--- config.mk ---
export PLATFORM = sky130hd
export DESIGN_NAME = param_fix_division
export DESIGN_NICKNAME = d
export VERILOG_FILES = /design/src/rtl/param_fix_division.sv
export SDC_FILE = /design/constraint.sdc
export NUM_CORES = 1
export LEC_CHECK = 0
export ABC_AREA = 1
export CAP_MARGIN = 20
export CORE_UTILIZATION = 56
export DETAILED_ROUTE_END_ITERATION = 8
export PLACE_DENSITY = 0.81
export SYNTH_ARGS = -nofsm -noshare
export SYNTH_HDL_FRONTEND = slang
export SYNTH_SLANG_ARGS = --single-unit
export TNS_END_PERCENT = 10
--- constraint.sdc ---
create_clock -name systclk -period 2.9 [get_ports systclk]
set_input_delay 0.29 -clock systclk [delete_from_list [all_inputs] [get_ports systclk]]
set_output_delay 0.29 -clock systclk [all_outputs]
set_load 0.05 [all_outputs]
--- src/rtl/param_fix_division.sv ---
// Sequential restoring divider for fixed-point magnitudes: one quotient bit per cycle,
// WIDTH+FRAC quotient bits, plus binary-point and sign bookkeeping.
module param_fix_division #(
  parameter int WIDTH = 64,
  parameter int FRAC  = 64,
  parameter int DW    = 7
) (
  input  logic                    systclk,
  input  logic                    sysrst,
  input  logic                    init,
  input  logic [WIDTH-1:0]        dividend,
  input  logic [WIDTH-1:0]        divisor,
  input  logic [DW-1:0]           dotplace_n,
  input  logic [DW-1:0]           dotplace_d,
  input  logic                    sign_n,
  input  logic                    sign_d,
  output logic [WIDTH+FRAC-1:0]   result,
  output logic [WIDTH-1:0]        remainder,
  output logic [DW+1:0]           dotplaceresult,
  output logic                    signresult,
  output logic                    busy,
  output logic                    calcover,
  output logic                    divzero
);

  localparam int QW  = WIDTH + FRAC;
  localparam int CW  = $clog2(QW + 1);
  localparam int DPW = DW + 2;

  localparam logic [1:0] IDLE = 2'd0;
  localparam logic [1:0] CALC = 2'd1;
  localparam logic [1:0] DONE = 2'd2;

  logic [1:0]       state_r;
  logic [CW-1:0]    cnt_r;
  logic [WIDTH-1:0] dvd_r;
  logic [WIDTH-1:0] dsr_r;
  logic [WIDTH:0]   rem_r;
  logic [QW-1:0]    quo_r;
  logic [DPW-1:0]   dp_r;
  logic             sgn_r;
  logic             dz_r;

  logic [WIDTH:0]   part_s;
  logic [WIDTH:0]   diff_s;
  logic             ge_s;

  // One restoring step: bring down the next dividend bit and trial-subtract the divisor
  always_comb begin
    part_s = {rem_r[WIDTH-1:0], dvd_r[WIDTH-1]};
    diff_s = part_s - {1'b0, dsr_r};
    if (part_s >= {1'b0, dsr_r}) begin
      ge_s = 1'b1;
    end else begin
      ge_s = 1'b0;
    end
  end

  // Control FSM, datapath registers and registered outputs
  always_ff @(posedge systclk) begin
    if (sysrst) begin
      state_r        <= IDLE;
      cnt_r          <= '0;
      dvd_r          <= '0;
      dsr_r          <= '0;
      rem_r          <= '0;
      quo_r          <= '0;
      dp_r           <= '0;
      sgn_r          <= 1'b0;
      dz_r           <= 1'b0;
      result         <= '0;
      remainder      <= '0;
      dotplaceresult <= '0;
      signresult     <= 1'b0;
      busy           <= 1'b0;
      calcover       <= 1'b0;
      divzero        <= 1'b0;
    end else begin
      calcover <= 1'b0;
      case (state_r)
        IDLE: begin
          if (init) begin
            dvd_r   <= dividend;
            dsr_r   <= divisor;
            rem_r   <= '0;
            quo_r   <= '0;
            cnt_r   <= '0;
            dp_r    <= DPW'(FRAC) + {2'b00, dotplace_n} - {2'b00, dotplace_d};
            sgn_r   <= sign_n ^ sign_d;
            dz_r    <= (divisor == '0);
            busy    <= 1'b1;
            state_r <= (divisor == '0) ? DONE : CALC;
          end else begin
            state_r <= IDLE;
          end
        end
        CALC: begin
          // Zeros feed in once the dividend bits are exhausted, yielding the FRAC bits
          dvd_r <= {dvd_r[WIDTH-2:0], 1'b0};
          rem_r <= ge_s ? diff_s : part_s;
          quo_r <= {quo_r[QW-2:0], ge_s};
          if (cnt_r == CW'(QW - 1)) begin
            state_r <= DONE;
          end else begin
            cnt_r   <= cnt_r + 1'b1;
            state_r <= CALC;
          end
        end
        DONE: begin
          result         <= dz_r ? {QW{1'b1}} : quo_r;
          remainder      <= dz_r ? '0 : rem_r[WIDTH-1:0];
          dotplaceresult <= dp_r;
          // A zero quotient is reported as positive; divide-by-zero keeps the raw sign
          signresult     <= sgn_r & (dz_r | (quo_r != '0));
          divzero        <= dz_r;
          calcover       <= 1'b1;
          busy           <= 1'b0;
          state_r        <= IDLE;
        end
        default: begin
          state_r <= IDLE;
          busy    <= 1'b0;
        end
      endcase
    end
  end

endmodule

==> results of run 1 <==
==> kinds of logic after synthesis <==
| logic type | Yosys count | share of synthesized area (%) |
|---|---|---|
| AND/OR/NAND/NOR | 1696 | 26.2 |
| AO/OA/AOI/OAI | 774 | 16.4 |
| flip-flops | 546 | 40.5 |
| buffers and inverters | 829 | 12.0 |
| XOR/XNOR | 33 | 1.07 |
| adder cells (fa/ha/maj) | 80 | 3.77 |
==> registers in the layout (all words and copies together) (netlist names) <==
signal	flops
dvd_r	64
dsr_r	64
signresult	1
cnt_r	8
quo_r	128
remainder	64
busy	1
state_r	2
rem_r	64
calcover	1
result	128
dotplaceresult	9
dz_r	1
dp_r	9
sgn_r	1
divzero	1
==> through the flow <==
| stage | total power [mW] | hold slack [ns] |
|---|---|---|
| floorplan | 20.6 | 0.393 |
| global placement | 24.8 | 0.440 |
| detailed placement | 24.9 | 0.443 |
| CTS | 32.3 | 0.124 |
| global route | 34.8 | 0.147 |
| finish | 32.6 | 0.156 |
==> layout make-up <==
class                           instances  share of cell area, %
Sequential cell                       546                   33.4
Multi-Input combinational cell       2583                   39.2
Tap cell                              615                   2.35
Timing Repair Buffer                  386                   12.0
Clock inverter                         19                   1.01
Antenna cell                            3                 0.0229
Clock buffer                           77                   4.75
Inverter                              627                   7.20
==> worst paths after layout <==
path / endpoint / slack (ns)
worst max-delay path: rem_r[37] / 0.24
worst max register to register: rem_r[37] / 0.24
worst min register to register: dotplaceresult[5] / 0.46
worst min-delay path: result[82] / 0.16
==> Yosys cell counts (22+ instances only) <==
master / count
a21oi_1: 310
buf_2: 31
clkbuf_1: 152
dfxtp_1: 546
ha_1: 78
inv_1: 612
nand2_1: 1126
nand3_1: 162
nand3b_1: 22
nand4_1: 23
nor2_1: 248
nor3_1: 23
nor4_1: 36
o21ai_0: 259
o21ai_1: 39
o32ai_1: 127
xnor2_1: 32
==> metal layers <==
metal | wire length, µm | up-vias | GRT usage (%)
li1 | - | 13180 | -
met1 | 35600 | 12235 | 43.5
met2 | 36400 | 969 | 51.9
met3 | 5620 | 166 | 4.94
met4 | 2970 | 0 | 12.1
met5 | 0 | - | 0
==> cells in the final DEF, fill, tap and decap left out, drive strengths merged <==
cell              n
clkbuf           77
ha               78
bufinv            7
or2               3
o211a             1
o21bai            7
a21oi           310
clkinv            9
o31ai             1
nand3b           22
nor3b             1
o21a              1
o22ai            21
buf              36
xnor2            32
nand3           182
nand2          1135
a31oi             3
a311oi            1
clkdlybuf4s50   350
nor3             23
nor4             36
dfxtp           546
and2              2
xor2              1
inv             629
o32ai           127
o41ai             1
nor2            269
nand4            23
fa                2
diode             3
clkinvlp          1
a21o              2
o21ai           298
a22oi             1
==> repair_timing <==
item / in CTS / in global routing
endpoints found under the hold margin: 0 / 0
resized for setup: 0 / 4
hold buffers: 0 / 0
endpoints found under the setup margin: 0 / 28
==> worst register-to-register path, delay by kind of cell (launching register included) <==
kind | cells | cell delay [ns]
flip-flops | 1 | 0.31
AND/OR/NAND/NOR | 11 | 1.44
AO/OA/AOI/OAI | 1 | 0.08
adder cells (fa/ha/maj) | 1 | 0.35
buffers and inverters | 3 | 0.34
==> report_power, final <==
group,leakage [nW],internal (mW),switching (mW)
combinational,8.64,5.26,11.6
clock,0.927,4.37,3.08
sequential,4.43,7.98,0.364
==> summary.txt, run 1 <==
post-CTS setup buffer count = 0
Seq/Total Area, Yosys = 40.5%
fin. max-slew vios = 0
pre-CTS setup slack = 0.135 ns
FF+latch area = 10900 µm²
Clk Latency, worst-skew pair = 0.63 ns
worst-margin pin slew = 0.928 ns
grt ovf = 0
Async SR Flop Fraction = 0%
Setup WS post-layout = 0.236 ns
total power per unit cell area = 996 nW/µm²
initial antenna violation count = 2
Final GP Congestion = 1.00
Inst Count DP = 4757
syn_area_per_cell = 6.81 µm²
Sink Count = 546
Routed WL per cell = 16.6 µm
initial core utilization = 56.6%
Max-slew headroom = 38.1%
DRT iter0 DRCs = 2464
TritonCTS clock tree = built
CP max-delay cell = ha_1
Most used DFF post-synth = dfxtp_1
CP cell instances = inv_1 > ha_1 > nand2_1 > nor2_1 > nand2_1 > inv_1 > nand2_1 > nand2_2 > nand2_1 > nand2_2 > nand2_2 > nand2_4 > buf_12 > nand2_1 > nand3_1 > o21ai_1
row cnt = 80
share of layout cells above drive strength 1 = 4.67%
Die Ht = 221 µm
worst hold path depth = 2
Worst R2R Path Depth = 16
WP buf/inv = 3
cell mode on critical path = nand2_1
Area growth syn-to-layout = 21.4%
Post-DP HPWL = 57500 µm
Fillers = 4136
drt first pass iters = 6
worst r2r src = dsr_r[15]
Leak = 14.0 nW
Hold Crit Class = primary input to flip-flop
IO Port Bufs = 351
CTS Buffer Depth = 3
WP depth = 16
Layout Skew = 0.0334 ns
Layout Nets = 4424
Total Die Area = 49000 µm²
final setup fails = 0
multi-input combinational cell area = 12800 µm²
H-tree depth = 2
Yosys cell types = 43
HP Start = sysrst
vias in the first global route = 24661
VDD IR max = 1.01 mV
critical path's top delay family = simple AND/OR/NAND/NOR gates
DRC = 0
RSZ-0062 raised after global routing = no
crit path launch type = flip-flop
status = finished clean
Placed Area = 30800 µm²
setup TNS = 0 ns
vias per cell = 5.47
IO Pins = 352
Routed WL = 80600 µm
EDFF count, synth = 0
largest net degree at the start of global routing = 169
Critical path origin = dsr_r[15]
ANT nets after route = 0
Ys Warns = 0
Post-Syn Area = 27000 µm²
Die Width = 221 µm
Finished Cell Area = 32700 µm²
CTS Root Cell = clkbuf_16
Crit Path Category = flip-flop to flip-flop
Tcrit/Tclk final = 91.9%
WP data arrival = 3.14 ns
Layout Utilization = 68.7%
CTS Buf Count = 53
Final Hold Violating Endpoints = 0
Critical Path RT = 3.37 ns
Final min period = 2.66 ns
syn nets = 4185
global-route wire length before repair = 129000 µm
Clock transition at path regs = 0.06 ns
Synth Register Bits = 546
crit end category = flip-flop
core region area = 47600 µm²
via count = 26550
Worst Path Max Fanout = 21
Synth area leaders = dfxtp_1, nand2_1, inv_1
slowest stage delay, CP = 0.34 ns
Synth area leader = dfxtp_1
fmax = 375 MHz
Cells after Synth = 3958
Max-Cap Viols = 0
top cell type's share of synthesized area = 40.5%
All-Layer GR Usage = 32.2%
fin cells = 4856
Note: power is estimated with default switching activity, not from simulation.
==> inputs of run 2 (changes only) <==
--- a/config.mk
+++ b/config.mk
@@ -7,6 +7,7 @@
 export LEC_CHECK = 0
 export ABC_AREA = 1
 export CAP_MARGIN = 20
+export CORE_MARGIN = 1
 export CORE_UTILIZATION = 56
 export DETAILED_ROUTE_END_ITERATION = 8
 export PLACE_DENSITY = 0.81
==> constraint.sdc (replaced) <==
create_clock -name systclk -period 2.9 [get_ports systclk]
set_input_delay 0.725 -clock systclk [delete_from_list [all_inputs] [get_ports systclk]]
set_output_delay 0.725 -clock systclk [all_outputs]
set_load 0.05 [all_outputs]
==> summary.txt, run 2 (synthesis gave the netlist of run 1 again) <==
IO Pins = 352 (unchanged)
Tcrit/Tclk final = 93.8% (+1.9 points)
CP max-delay cell = buf_4
hold_buf cts = 0 (unchanged)
WP depth = 13 (-3)
PostCTS Resize Cnt = 0 (unchanged)
IO Port Bufs = 351 (unchanged)
most frequent cells in the layout = nand2_1, inv_1, dfxtp_1
worst hold path depth = 2 (unchanged)
Final GP Congestion = 1.00 (-0.44%)
Critical Path RT = 3.38 ns (about the same)
Sink Count = 546 (unchanged)
crit path launch type = flip-flop
CTS Root Cell = clkbuf_16
TritonCTS clock tree = built
Worst R2R End = rem_r[29]
Layout Nets = 4439 (+0.34%)
VDD IR max = 0.857 mV (-15%)
share of layout cells above drive strength 1 = 4.93% (+0.26 points)
initial core utilization = 56.6% (unchanged)
Worst Path Max Fanout = 46 (+120%)
vias per cell = 5.40 (-1.2%)
via count = 26334 (-0.81%)
HP Start = dvd_r[63]
WP data arrival = 3.20 ns (+0.06 ns)
worst r2r src = dsr_r[55]
H-tree depth = 2 (unchanged)
vias in the first global route = 24297 (-1.5%)
Crit Path Category = flip-flop to flip-flop
total power per unit cell area = 980 nW/µm² (-1.6%)
status = finished clean
Layout Utilization = 68.9% (+0.13 points)
fmax = 368 MHz (-2.1%)
Hold Path Sink = dvd_r[63]
largest net degree at the start of global routing = 189 (+12%)
Layout Skew = 0.0481 ns (+0.0147 ns)
ANT nets after route = 0 (unchanged)
CP cell instances = inv_1 > ha_1 > nand2_1 > inv_1 > a21oi_1 > o21ai_0 > nand2_1 > nand3_2 > nor2_4 > buf_4 > nand3_1 > nand3_1 > o21ai_1
DRT iter0 DRCs = 2270 (-7.9%)
most common cell after layout, fill and taps aside = nand2_1
worst-margin pin slew = 0.883 ns (-0.0453 ns)
Clock transition at path regs = 0.06 ns (about the same)
initial antenna violation count = 3 (+1)
All-Layer GR Usage = 31.8% (-0.43 points)
Regs by FF count = quo_r: 128 flops, result: 128 flops
Hold Crit Class = flip-flop to flip-flop
Area growth syn-to-layout = 21.6%
Final min period = 2.72 ns (+0.0561 ns)
Max-slew headroom = 41.1% (+3.0 points)
post-CTS setup buffer count = 0 (unchanged)
row cnt = 80 (unchanged)
Die Ht = 221 µm (unchanged)
core region area = 47600 µm² (unchanged)
critical path's top delay family = simple AND/OR/NAND/NOR gates
RSZ-0062 raised after global routing = no
worst hold slack = 0.452 ns (+0.296 ns)
CTS Buffer Depth = 3 (unchanged)
Total Die Area = 49000 µm² (unchanged)
grt ovf = 0 (unchanged)
WP buf/inv = 3 (unchanged)
drt first pass iters = 6 (unchanged)
CTS Buf Count = 55 (+3.8%)
DRC = 0 (unchanged)
Final Hold Violating Endpoints = 0 (unchanged)
Max-Cap Viols = 0 (unchanged)
final setup fails = 0 (unchanged)
Die Width = 221 µm (unchanged)
Leak = 14.0 nW (+0.32%)
slowest stage delay, CP = 0.49 ns (+0.15 ns)
Routed WL per cell = 16.3 µm (-1.8%)
Clk Latency, worst-skew pair = 0.64 ns (about the same)
Routed WL = 79500 µm (-1.4%)
crit end category = flip-flop
r2r setup slk = 0.18 ns (-0.06 ns)
Worst R2R Path Depth = 13 (-3)
Placed Area = 30900 µm² (+0.24%)
global-route wire length before repair = 126000 µm (-1.9%)
Finished Cell Area = 32800 µm² (+0.19%)
Post-DP HPWL = 56900 µm (-0.96%)
fin. max-slew vios = 0 (unchanged)
==> run 2: changes by cell type in the layout (fill, tap and decap cells not counted), sizes merged <==
cell,previous run,this run
clkinv,9,12
clkbuf,77,84
buf,36,49
bufinv,7,4
inv,629,628
==> run 2: tightest hold or removal path, delay by kind of cell, from the launching register on <==
kind             cells  cell delay [ns]
flip-flops           1             0.32
AO/OA/AOI/OAI        1             0.05
AND/OR/NAND/NOR      1             0.05
==> run 2: per-layer routing <==
layer / routed length (µm) / global-route usage [%] / up-vias
met2: 35600 / 50.8 / 916
met1: 34900 / 41.9 / 12032
li1: - / - / 13216
met5: 0 / 0 / -
met4: 3340 / 13.9 / 0
met3: 5660 / 5.95 / 170
==> run 2: layout make-up <==
type | instances | area, µm²
multi-input combinational | 2583 | 12800
clock buffer | 84 | 1620
clock inverter | 18 | 277
antenna | 3 | 7.51
sequential | 546 | 10900
fill | 4122 | 14800
timing repair buffer | 399 | 4000
inverter | 627 | 2360
tap | 615 | 769
==> run 2: power breakdown <==
group / internal (mW) / switching [mW] / leakage (nW)
logic: 5.19 / 11.3 / 8.70
registers: 7.98 / 0.377 / 4.43
clock network: 4.23 / 3.11 / 0.920
total: 17.4 / 14.7 / 14.0
==> run 2: worst max path at each step <==
| stage | from | end | slack (ns) |
|---|---|---|---|
| after global placement | dotplace_d[1] | dp_r[7] | -0.12 |
| final | dsr_r[55] | rem_r[29] | 0.18 |
| after floorplan | dotplace_d[1] | dp_r[7] | 0.52 |
| after global routing | dvd_r[63] | rem_r[34] | 0.02 |
| after CTS | dsr_r[60] | rem_r[29] | 0.22 |
| after detailed placement | dotplace_d[1] | dp_r[7] | -0.20 |
==> run 2: through the flow <==
stage	setup slack, ns	TNS [ns]	instances	power, mW
floorplan	0.515	0	3958	20.6
global placement	-0.121	-0.163	4770	24.5
detailed placement	-0.198	-0.262	4770	24.6
CTS	0.223	0	4872	32.0
global route	0.0214	0	4874	34.5
finish	0.180	0	4875	32.1
